## src/rtl/crc_serial_engine.sv

```systemverilog
// Bit-serial runtime-configurable CRC engine (width 1..W, arbitrary poly/init/xor, reflect in/out).
// Latency: one message bit per shift cycle; crc is combinational from the remainder register.
// Backpressure: none; the upstream FSM paces bits with shift and reads crc whenever it needs to.
//
// Ports:
//   clk, rst               clock and synchronous active-high reset
//   initialize             load remainder from init_value (masked to N bits); wins over shift
//   shift                  consume data[bit_index] (or data[7-bit_index]) this cycle
//   reflect_in/out         LSB-first data bit order / bit-reverse remainder over N bits
//   bitwidth               N-1, where N is the active CRC width
//   bit_index, data        current message byte and which bit of it to consume
//   poly, init_value,      generator (implicit top bit omitted), initial remainder, final xor;
//   xor_out                bits at or above N are ignored
//   crc                    finalised CRC, zero above bit N-1
//   byte_done              one-cycle pulse the cycle after a bit_index==7 shift
module crc_serial_engine #(
    parameter int W     = 32,
    parameter int WBITS = 5
) (
    input  logic             clk,
    input  logic             rst,
    input  logic             initialize,
    input  logic             shift,
    input  logic             reflect_in,
    input  logic             reflect_out,
    input  logic [WBITS-1:0] bitwidth,
    input  logic [2:0]       bit_index,
    input  logic [7:0]       data,
    input  logic [W-1:0]     poly,
    input  logic [W-1:0]     init_value,
    input  logic [W-1:0]     xor_out,
    output logic [W-1:0]     crc,
    output logic             byte_done
);

    logic [W-1:0]     rem;
    logic [W-1:0]     mask;
    logic [W-1:0]     rem_next;
    logic [W-1:0]     rem_refl;
    logic [WBITS-1:0] refl_idx;
    logic             din;
    logic             fb;

    // Ones in bits [bitwidth:0]. W == 2**WBITS, so the cast index never wraps.
    always_comb begin
        mask = '0;
        for (int i = 0; i < W; i++) begin
            mask[i] = (WBITS'(i) <= bitwidth);
        end
    end

    // ~bit_index on a 3-bit value is 7-bit_index (MSB-first order).
    always_comb begin
        din      = reflect_in ? data[bit_index] : data[~bit_index];
        fb       = rem[bitwidth] ^ din;
        // The bit shifted out of position N-1 is dropped by the mask.
        rem_next = ({rem[W-2:0], 1'b0} ^ (fb ? poly : '0)) & mask;
    end

    // Reflection pivots around the active width, not around W.
    always_comb begin
        rem_refl = '0;
        refl_idx = '0;
        for (int i = 0; i < W; i++) begin
            if (WBITS'(i) <= bitwidth) begin
                refl_idx    = bitwidth - WBITS'(i);
                rem_refl[i] = reflect_out ? rem[refl_idx] : rem[i];
            end
        end
    end

    assign crc = (rem_refl ^ xor_out) & mask;

    always_ff @(posedge clk) begin
        if (rst) begin
            rem       <= '0;
            byte_done <= 1'b0;
        end else if (initialize) begin
            rem       <= init_value & mask;
            byte_done <= 1'b0;
        end else if (shift) begin
            rem       <= rem_next;
            byte_done <= (bit_index == 3'd7);
        end else begin
            byte_done <= 1'b0;
        end
    end

endmodule

```

## config.mk

```make
export PLATFORM = sky130hd
export DESIGN_NAME = crc_serial_engine
export DESIGN_NICKNAME = d
export VERILOG_FILES = /design/src/rtl/crc_serial_engine.sv
export SDC_FILE = /design/constraint.sdc
export NUM_CORES = 1
export LEC_CHECK = 0
export BUFFER_PORTS_ARGS = -buffer_cell sky130_fd_sc_hd__buf_2
export CAP_MARGIN = 40
export CORE_AREA = 2 2 136 138
export DETAILED_ROUTE_END_ITERATION = 7
export DIE_AREA = 0 0 138 140
export GPL_TIMING_DRIVEN = 0
export MAX_ROUTING_LAYER = met4
export PLACE_DENSITY = 0.65
export SETUP_SLACK_MARGIN = 0.2
export SLEW_MARGIN = 25
export SYNTH_ARGS = -nofsm -noshare
export SYNTH_HDL_FRONTEND = slang
export SYNTH_SLANG_ARGS = --single-unit
```

## constraint.sdc

```tcl
create_clock -name clk -period 11.19 [get_ports clk]
set_input_delay 1.119 -clock clk [delete_from_list [all_inputs] [get_ports clk]]
set_output_delay 1.119 -clock clk [all_outputs]
set_load 0.02 [all_outputs]
```

==> summary.md, run 1 <==
| Metric | Value |
|---|---|
| Initial antenna violation count | 0 |
| Post-CTS sizing | 0 |
| Finished Cell Area | 9154 µm² |
| Via count | 9721 |
| Fin crit period | 6.998 ns |
| Final GP Congestion | 1.047 |
| CTS Buf Count | 5 |
| Final core occ | 51.48% |
| ANT nets after route | 0 |
| Placed instance area | 8997 µm² |
| Final max-slew violation count | 0 |
| Power Dens Cells | 79.10 nW/µm² |
| Die ar. | 19320 µm² |
| Post-Syn Area | 7953 µm² |
| Pin count of the biggest net entering global routing | 11 |
| Leading area contributor after synthesis | mux4_2 |
| Seq/Total Area, Yosys | 8.307% |
| Sink Count | 33 |
| Critical Path End Type | output port |
| Io pins | 151 |
| Ys flop type | dfxtp_1 |
| Starting density of the core | 44.73% |
| Fraction of registers with async set/reset | 0% |
| RSZ-0062 raised after global routing | false |
| Cells after Synth | 984 |
| Total grt overflow | 0 |
| Synth top cells by count | 91 x nand2_1, 81 x clkbuf_1, 78 x nor2_1 |
| Fmax | 0.1429 GHz |
| Crit path required time | 10.07 ns |
| Initial drt markers | 1439 |
| Routed wire length per instance | 28.18 µm |
| Worst-Skew Late Latency | 0.30 ns |
| CP Class | primary input to output port |
| Die Ht | 140 µm |
| Setup TNS | 0 ns |
| FF+latch count, synth | 33 |
| Core Region | 17780 µm² |
| Cell with the most instances after synthesis | nand2_1 |
| Total design power | 0.0007240 W |
| Total Wirelength | 38.72 mm |
| Max-slew headroom | 28.70% |
| First-pass GRT wire length | 56.91 mm |
| Number of synthesized flops with an enable pin | 0 |
| Post-synth cell types | 75 |
| CTS tree | built |
| H-tree depth | 2 |
| Final Skew | 0.01015 ns |
| CTS clk-pin slew, worst paths | 0.06 ns |
| DR pass1 iterations | 6 |
| Max Cap Violations | 0 |
| Share of layout cells above drive strength 1 | 23.76% |
| Critical Path AT | 5.88 ns |
| Max FO, Critical Path | 10 |
| Final period util | 62.54% |
| Final hold viol count | 0 |
| Area Growth Syn to Fin | 15.10% |
| Worst slew pin tran | 1.070 ns |
| HPWL after DPL | 29.56 mm |
| CTS Buffer Depth | 2 |
| Top cells by area, synth | mux4_2 20%, dfxtp_1 8.3%, mux2i_1 6.8% |
| Startpoint types | primary input |
| Vias per cell | 7.075 |
| Yosys top cell area share | 20.11% |
| Number of antenna diodes | 0 |
| Min-delay worst type | flip-flop to flip-flop |
| DR DRC count | 0 |
| All-Layer GR Usage | 39.79% |
| Synth Net Count | 1123 |
| Vias in the first global route | 9161 |
| Max VDD drop | 0.05895 mV |
| Mean Syn Cell Area | 8.082 µm² |
| Hold_buf cts | 0 |
| Pleak | 3.500 nW |
| # Post-CTS Setup Buffers | 0 |
| CTS root buf | clkbuf_16 |
| Die W | 138 µm |
| Ys Warns | 0 |
| IO buf count | 145 |
| Outcome | finished, final reports clean |
| Cell Rows | 49 |
| Layout Nets | 1283 |
| Final setup fails | 0 |
through the flow:
stage / worst slack (ns) / hold WS (ns) / std cells
floorplan: 5.270 / 0.6002 / 984
global placement: 4.298 / 0.7830 / 1358
detailed placement: 4.285 / 0.7990 / 1363
CTS: 4.258 / 0.8133 / 1371
global route: 3.854 / 0.8474 / 1374
finish: 4.192 / 0.8252 / 1374
critical path, cell delays in order:
cell and delay, ns:
buf_2 0.17, buf_6 0.16, buf_6 0.18, clkbuf_1 0.54, inv_1 0.32, ha_1 0.35, clkbuf_1 0.40, clkbuf_1 0.54
mux4_2 0.48, mux4_2 0.50, a2111oi_0 0.63, o211ai_1 0.18, o31ai_1 0.10, buf_2 0.20
worst paths after layout:
| check | to | cells after the start | startpoint | slack (ns) |
|---|---|---|---|---|
| max reg2reg | rem[23] | 9 | rem[18] | 7.69 |
| min reg2reg | rem[2] | 3 | rem[1] | 0.83 |
| min | rem[2] | 3 | rem[1] | 0.83 |
| max | crc[29] | 14 | bitwidth[1] | 4.19 |
logic make-up (layout without fill, tap and decap cells):
logic type                 after synthesis  count (layout)  synth area share [%]
buffers and inverters                  149             310                 7.929
adders and majority gates               21              21                 3.304
AOI/OAI and AO/OA                      223             223                 21.27
muxes                                  140             140                 29.97
DFF                                     33              33                 8.307
xor gates and xnor gates                36              36                 4.390
and+or+nand+nor                        382             382                 24.83
cell usage in the layout (no fill, tap or decap), drive strengths merged, types with 7 or more instances in the layout:
cell	instances
buf	178
nand2	91
clkbuf	89
nor2	78
mux4	76
mux2i	54
nand3	39
nor3	38
inv	37
a31oi	36
dfxtp	33
a21oi	30
xnor2	25
ha	21
o211ai	19
nor3b	17
nand4	15
nor4	15
or3	15
a2111oi	14
o32a	13
a21boi	13
and2	12
a211o	12
nor2b	11
nand4b	11
xor2	11
mux2	10
a211oi	9
o21ai	9
and4	9
o41ai	8
a221oi	7
nand2b	7
nor4b	7
power breakdown:
group / switching, W / total, W / internal [W]
Combinational: 0.000279 / 0.000443 / 0.000164
Clock: 0.0000611 / 0.000143 / 0.0000820
Sequential: 0.0000133 / 0.000138 / 0.000125
Total: 0.000353 / 0.000724 / 0.000371
sequential cells by signal, summed over array words and instances, names as in the netlist:
name / cells
rem: 32
byte_done: 1
cell type report:
type / instances / area, µm²
Clock buffer: 6 / 128.9
Sequential cell: 33 / 660.6
Inverter: 40 / 150.1
Tap cell: 229 / 286.5
Buffer: 109 / 480.5
Timing Repair Buffer: 153 / 775.7
Fill cell: 1784 / 8626
Multi-Input combinational cell: 802 / 6661
Clock inverter: 2 / 10.01
metal layers:
layer / vias to the layer above / GRT usage, % / routed length (µm)
met3: 198 / 9.231 / 5162
li1: 4160 / - / -
met4: 0 / 23.36 / 2806
met5: - / - / 0
met1: 4579 / 49.47 / 14310
met2: 784 / 59.28 / 16440
No activity file was read; power rests on OpenSTA's default activity.
==> run 2: changes to the inputs <==
--- a/config.mk
+++ b/config.mk
@@ -5,14 +5,15 @@
 export SDC_FILE = /design/constraint.sdc
 export NUM_CORES = 1
 export LEC_CHECK = 0
+export ABC_AREA = 1
 export BUFFER_PORTS_ARGS = -buffer_cell sky130_fd_sc_hd__buf_2
 export CAP_MARGIN = 40
-export CORE_AREA = 2 2 136 138
+export CORE_AREA = 2 2 122 124
 export DETAILED_ROUTE_END_ITERATION = 7
-export DIE_AREA = 0 0 138 140
+export DIE_AREA = 0 0 124 126
 export GPL_TIMING_DRIVEN = 0
 export MAX_ROUTING_LAYER = met4
-export PLACE_DENSITY = 0.65
+export PLACE_DENSITY = 0.67
 export SETUP_SLACK_MARGIN = 0.2
 export SLEW_MARGIN = 25
 export SYNTH_ARGS = -nofsm -noshare
==> constraint.sdc (replaced) <==
create_clock -name clk -period 7 [get_ports clk]
set_input_delay 0.7 -clock clk [delete_from_list [all_inputs] [get_ports clk]]
set_output_delay 0.7 -clock clk [all_outputs]
set_load 0.02 [all_outputs]
==> summary.md, run 2 <==
| Metric | Value |
|---|---|
| Top cells by area, synth | nand2_1 19%, nand3_1 16%, dfxtp_1 10% |
| ANT nets after route | 0 |
| Io pins | 151 |
| Sink Count | 33 |
| Pleak | 3.638 nW |
| Reg2reg path depth | 12 |
| Layout Nets | 1414 |
| Area Growth Syn to Fin | 18.17% |
| Initial drt markers | 1136 |
| Vias in the first global route | 7504 |
| Via count | 8513 |
| Routed wire length per instance | 20.38 µm |
| Outcome | finished, final reports clean |
| Die ar. | 15620 µm² |
| Die Ht | 126 µm |
| Core Region | 14310 µm² |
| Pin count of the biggest net entering global routing | 16 |
| Critical Path End Type | output port |
| Seq/Total Area, Yosys | 10.43% |
| First-pass GRT wire length | 43.45 mm |
| Number of antenna diodes | 0 |
| Post-CTS sizing | 0 |
| Final period util | 69.52% |
| Max VDD drop | 0.09122 mV |
| Final max-slew violation count | 0 |
| Post-Syn Area | 6335 µm² |
| Final Skew | 0.002122 ns |
| Cell Rows | 44 |
| Number of synthesized flops with an enable pin | 0 |
| CP Class | primary input to output port |
| CTS tree | built |
| Leading area contributor after synthesis | nand2_1 |
| Final hold viol count | 0 |
| Reg2Reg Setup Slack | 4.80 ns |
| HPWL after DPL | 24.23 mm |
| Ys flop type | dfxtp_1 |
| Worst slew pin tran | 0.9210 ns |
| RSZ-0062 raised after global routing | false |
| Final setup fails | 0 |
| CTS root buf | clkbuf_16 |
| All-Layer GR Usage | 38.63% |
| Total design power | 0.001119 W |
| Vias per cell | 5.831 |
| Power Dens Cells | 149.4 nW/µm² |
| DR DRC count | 0 |
| Crit path required time | 6.30 ns |
| Fin crit period | 4.867 ns |
| Fmax | 0.2055 GHz |
| Non-filler cells, final | 1460 |
| Total grt overflow | 0 |
| Ys Warns | 0 |
| Die W | 124 µm |
| Max FO, Critical Path | 15 |
| Commonest non-fill, non-tap cells in the layout | 325 x nand2_1, 200 x nand3_1, 162 x buf_2 |
| Initial antenna violation count | 0 |
| Total Wirelength | 29.76 mm |
| Max Cap Violations | 0 |
| WHS | 0.5146 ns |
| # Post-CTS Setup Buffers | 0 |
| Post-synth cell types | 54 |
| Most common cell after layout, fill and taps aside | nand2_1 |
| Mean Syn Cell Area | 5.661 µm² |
| CTS Buf Count | 5 |
| Max FFs per register | 32 |
| Critical Path AT | 4.17 ns |
| Share of layout cells above drive strength 1 | 21.32% |
| Synth top cells by count | 325 x nand2_1, 200 x nand3_1, 97 x inv_1 |
| Max-slew headroom | 38.60% |
| Yosys top cell area share | 19.26% |
| Final core occ | 52.30% |
| Synth Net Count | 1258 |
| IO buf count | 147 |
| DR pass1 iterations | 6 |
| Top flop regs | rem (32), byte_done (1) |
| CTS clk-pin slew, worst paths | 0.06 ns |
| Cells after Synth | 1119 |
| Final GP Congestion | 1.077 |
| H-tree depth | 2 |
| Placed cells | 1451 |
| Biggest register | rem |
| Starting density of the core | 44.26% |
| Startpoint types | primary input |
| Hold_buf cts | 0 |
| Min-delay worst type | flip-flop to flip-flop |
| Worst Hold Depth | 2 |
| Fraction of registers with async set/reset | 0% |
| Worst-Skew Late Latency | 0.29 ns |
| CTS Buffer Depth | 2 |
| Setup TNS | 0 ns |
| FF+latch count, synth | 33 |
| Cell with the most instances after synthesis | nand2_1 |
## run 2: cell count changes after synthesis, moves of 32 or more
cell	delta
a21oi_1	+37
a31oi_1	-33
clkbuf_1	-58
inv_1	+61
mux2i_1	-49
mux4_2	-71
nand2_1	+234
nand3_1	+161
nor3_1	-32
o21ai_0	+57
## run 2: worst max-delay path, stage by stage
cell and delay [ns]:
buf_2 0.15, buf_4 0.20, inv_2 0.15, buf_4 0.21, buf_2 0.35, ha_1 0.30, clkbuf_2 0.18, buf_1 0.23
o21ai_0 0.62, o211ai_1 0.18, nand3_1 0.11, nand3_1 0.18, and3_1 0.24, nor3_2 0.15, buf_2 0.20
## run 2: path summary, 6_finish.rpt
path,start,endpoint
setup / recovery,bitwidth[1],crc[17]
hold / removal,rem[3],rem[3]
setup reg to reg,rem[23],rem[4]
hold reg to reg,rem[3],rem[3]
## run 2: area by class of cell
type,count,area (µm²)
buffer,59,379.1
clock buffer,7,142.6
inverter,105,399.1
fill,1552,6828
timing repair buffer,149,748.2
clock inverter,1,30.03
tap,184,230.2
sequential,33,660.6
multi-input combinational,922,4896
## run 2: metrics by stage
stage | instance area (µm²) | worst slack (ns)
after floorplan | 6335 | 3.270
after global placement | 7301 | 2.177
after detailed placement | 7306 | 2.214
after CTS | 7478 | 2.212
after global routing | 7486 | 1.974
final | 7486 | 2.133
## run 2: where the power goes
| part | total (W) | leakage (nW) | switching [W] | internal, W |
|---|---|---|---|---|
| logic | 0.000622 | 3.28 | 0.000411 | 0.000212 |
| registers | 0.000221 | 0.270 | 0.0000229 | 0.000198 |
| clock network | 0.000275 | 0.0841 | 0.0000968 | 0.000178 |
## run 2: layer usage
metal / track usage [%] / routed length (µm) / vias up
met5: - / 0 / -
met4: 16.92 / 1493 / 0
met3: 6.748 / 3352 / 92
met2: 58.34 / 12900 / 562
met1: 50.26 / 12010 / 3797
li1: - / - / 4062
## run 2: cell families after synthesis
group,count (synthesis),share of synthesized area (%)
multiplexers,5,0.7901
XOR/XNOR,18,2.726
AO/OA/AOI/OAI,231,22.12
adder cells (fa/ha/maj),21,4.148
AND/OR/NAND/NOR,647,47.50
flip-flops,33,10.43
buffers and inverters,164,12.28
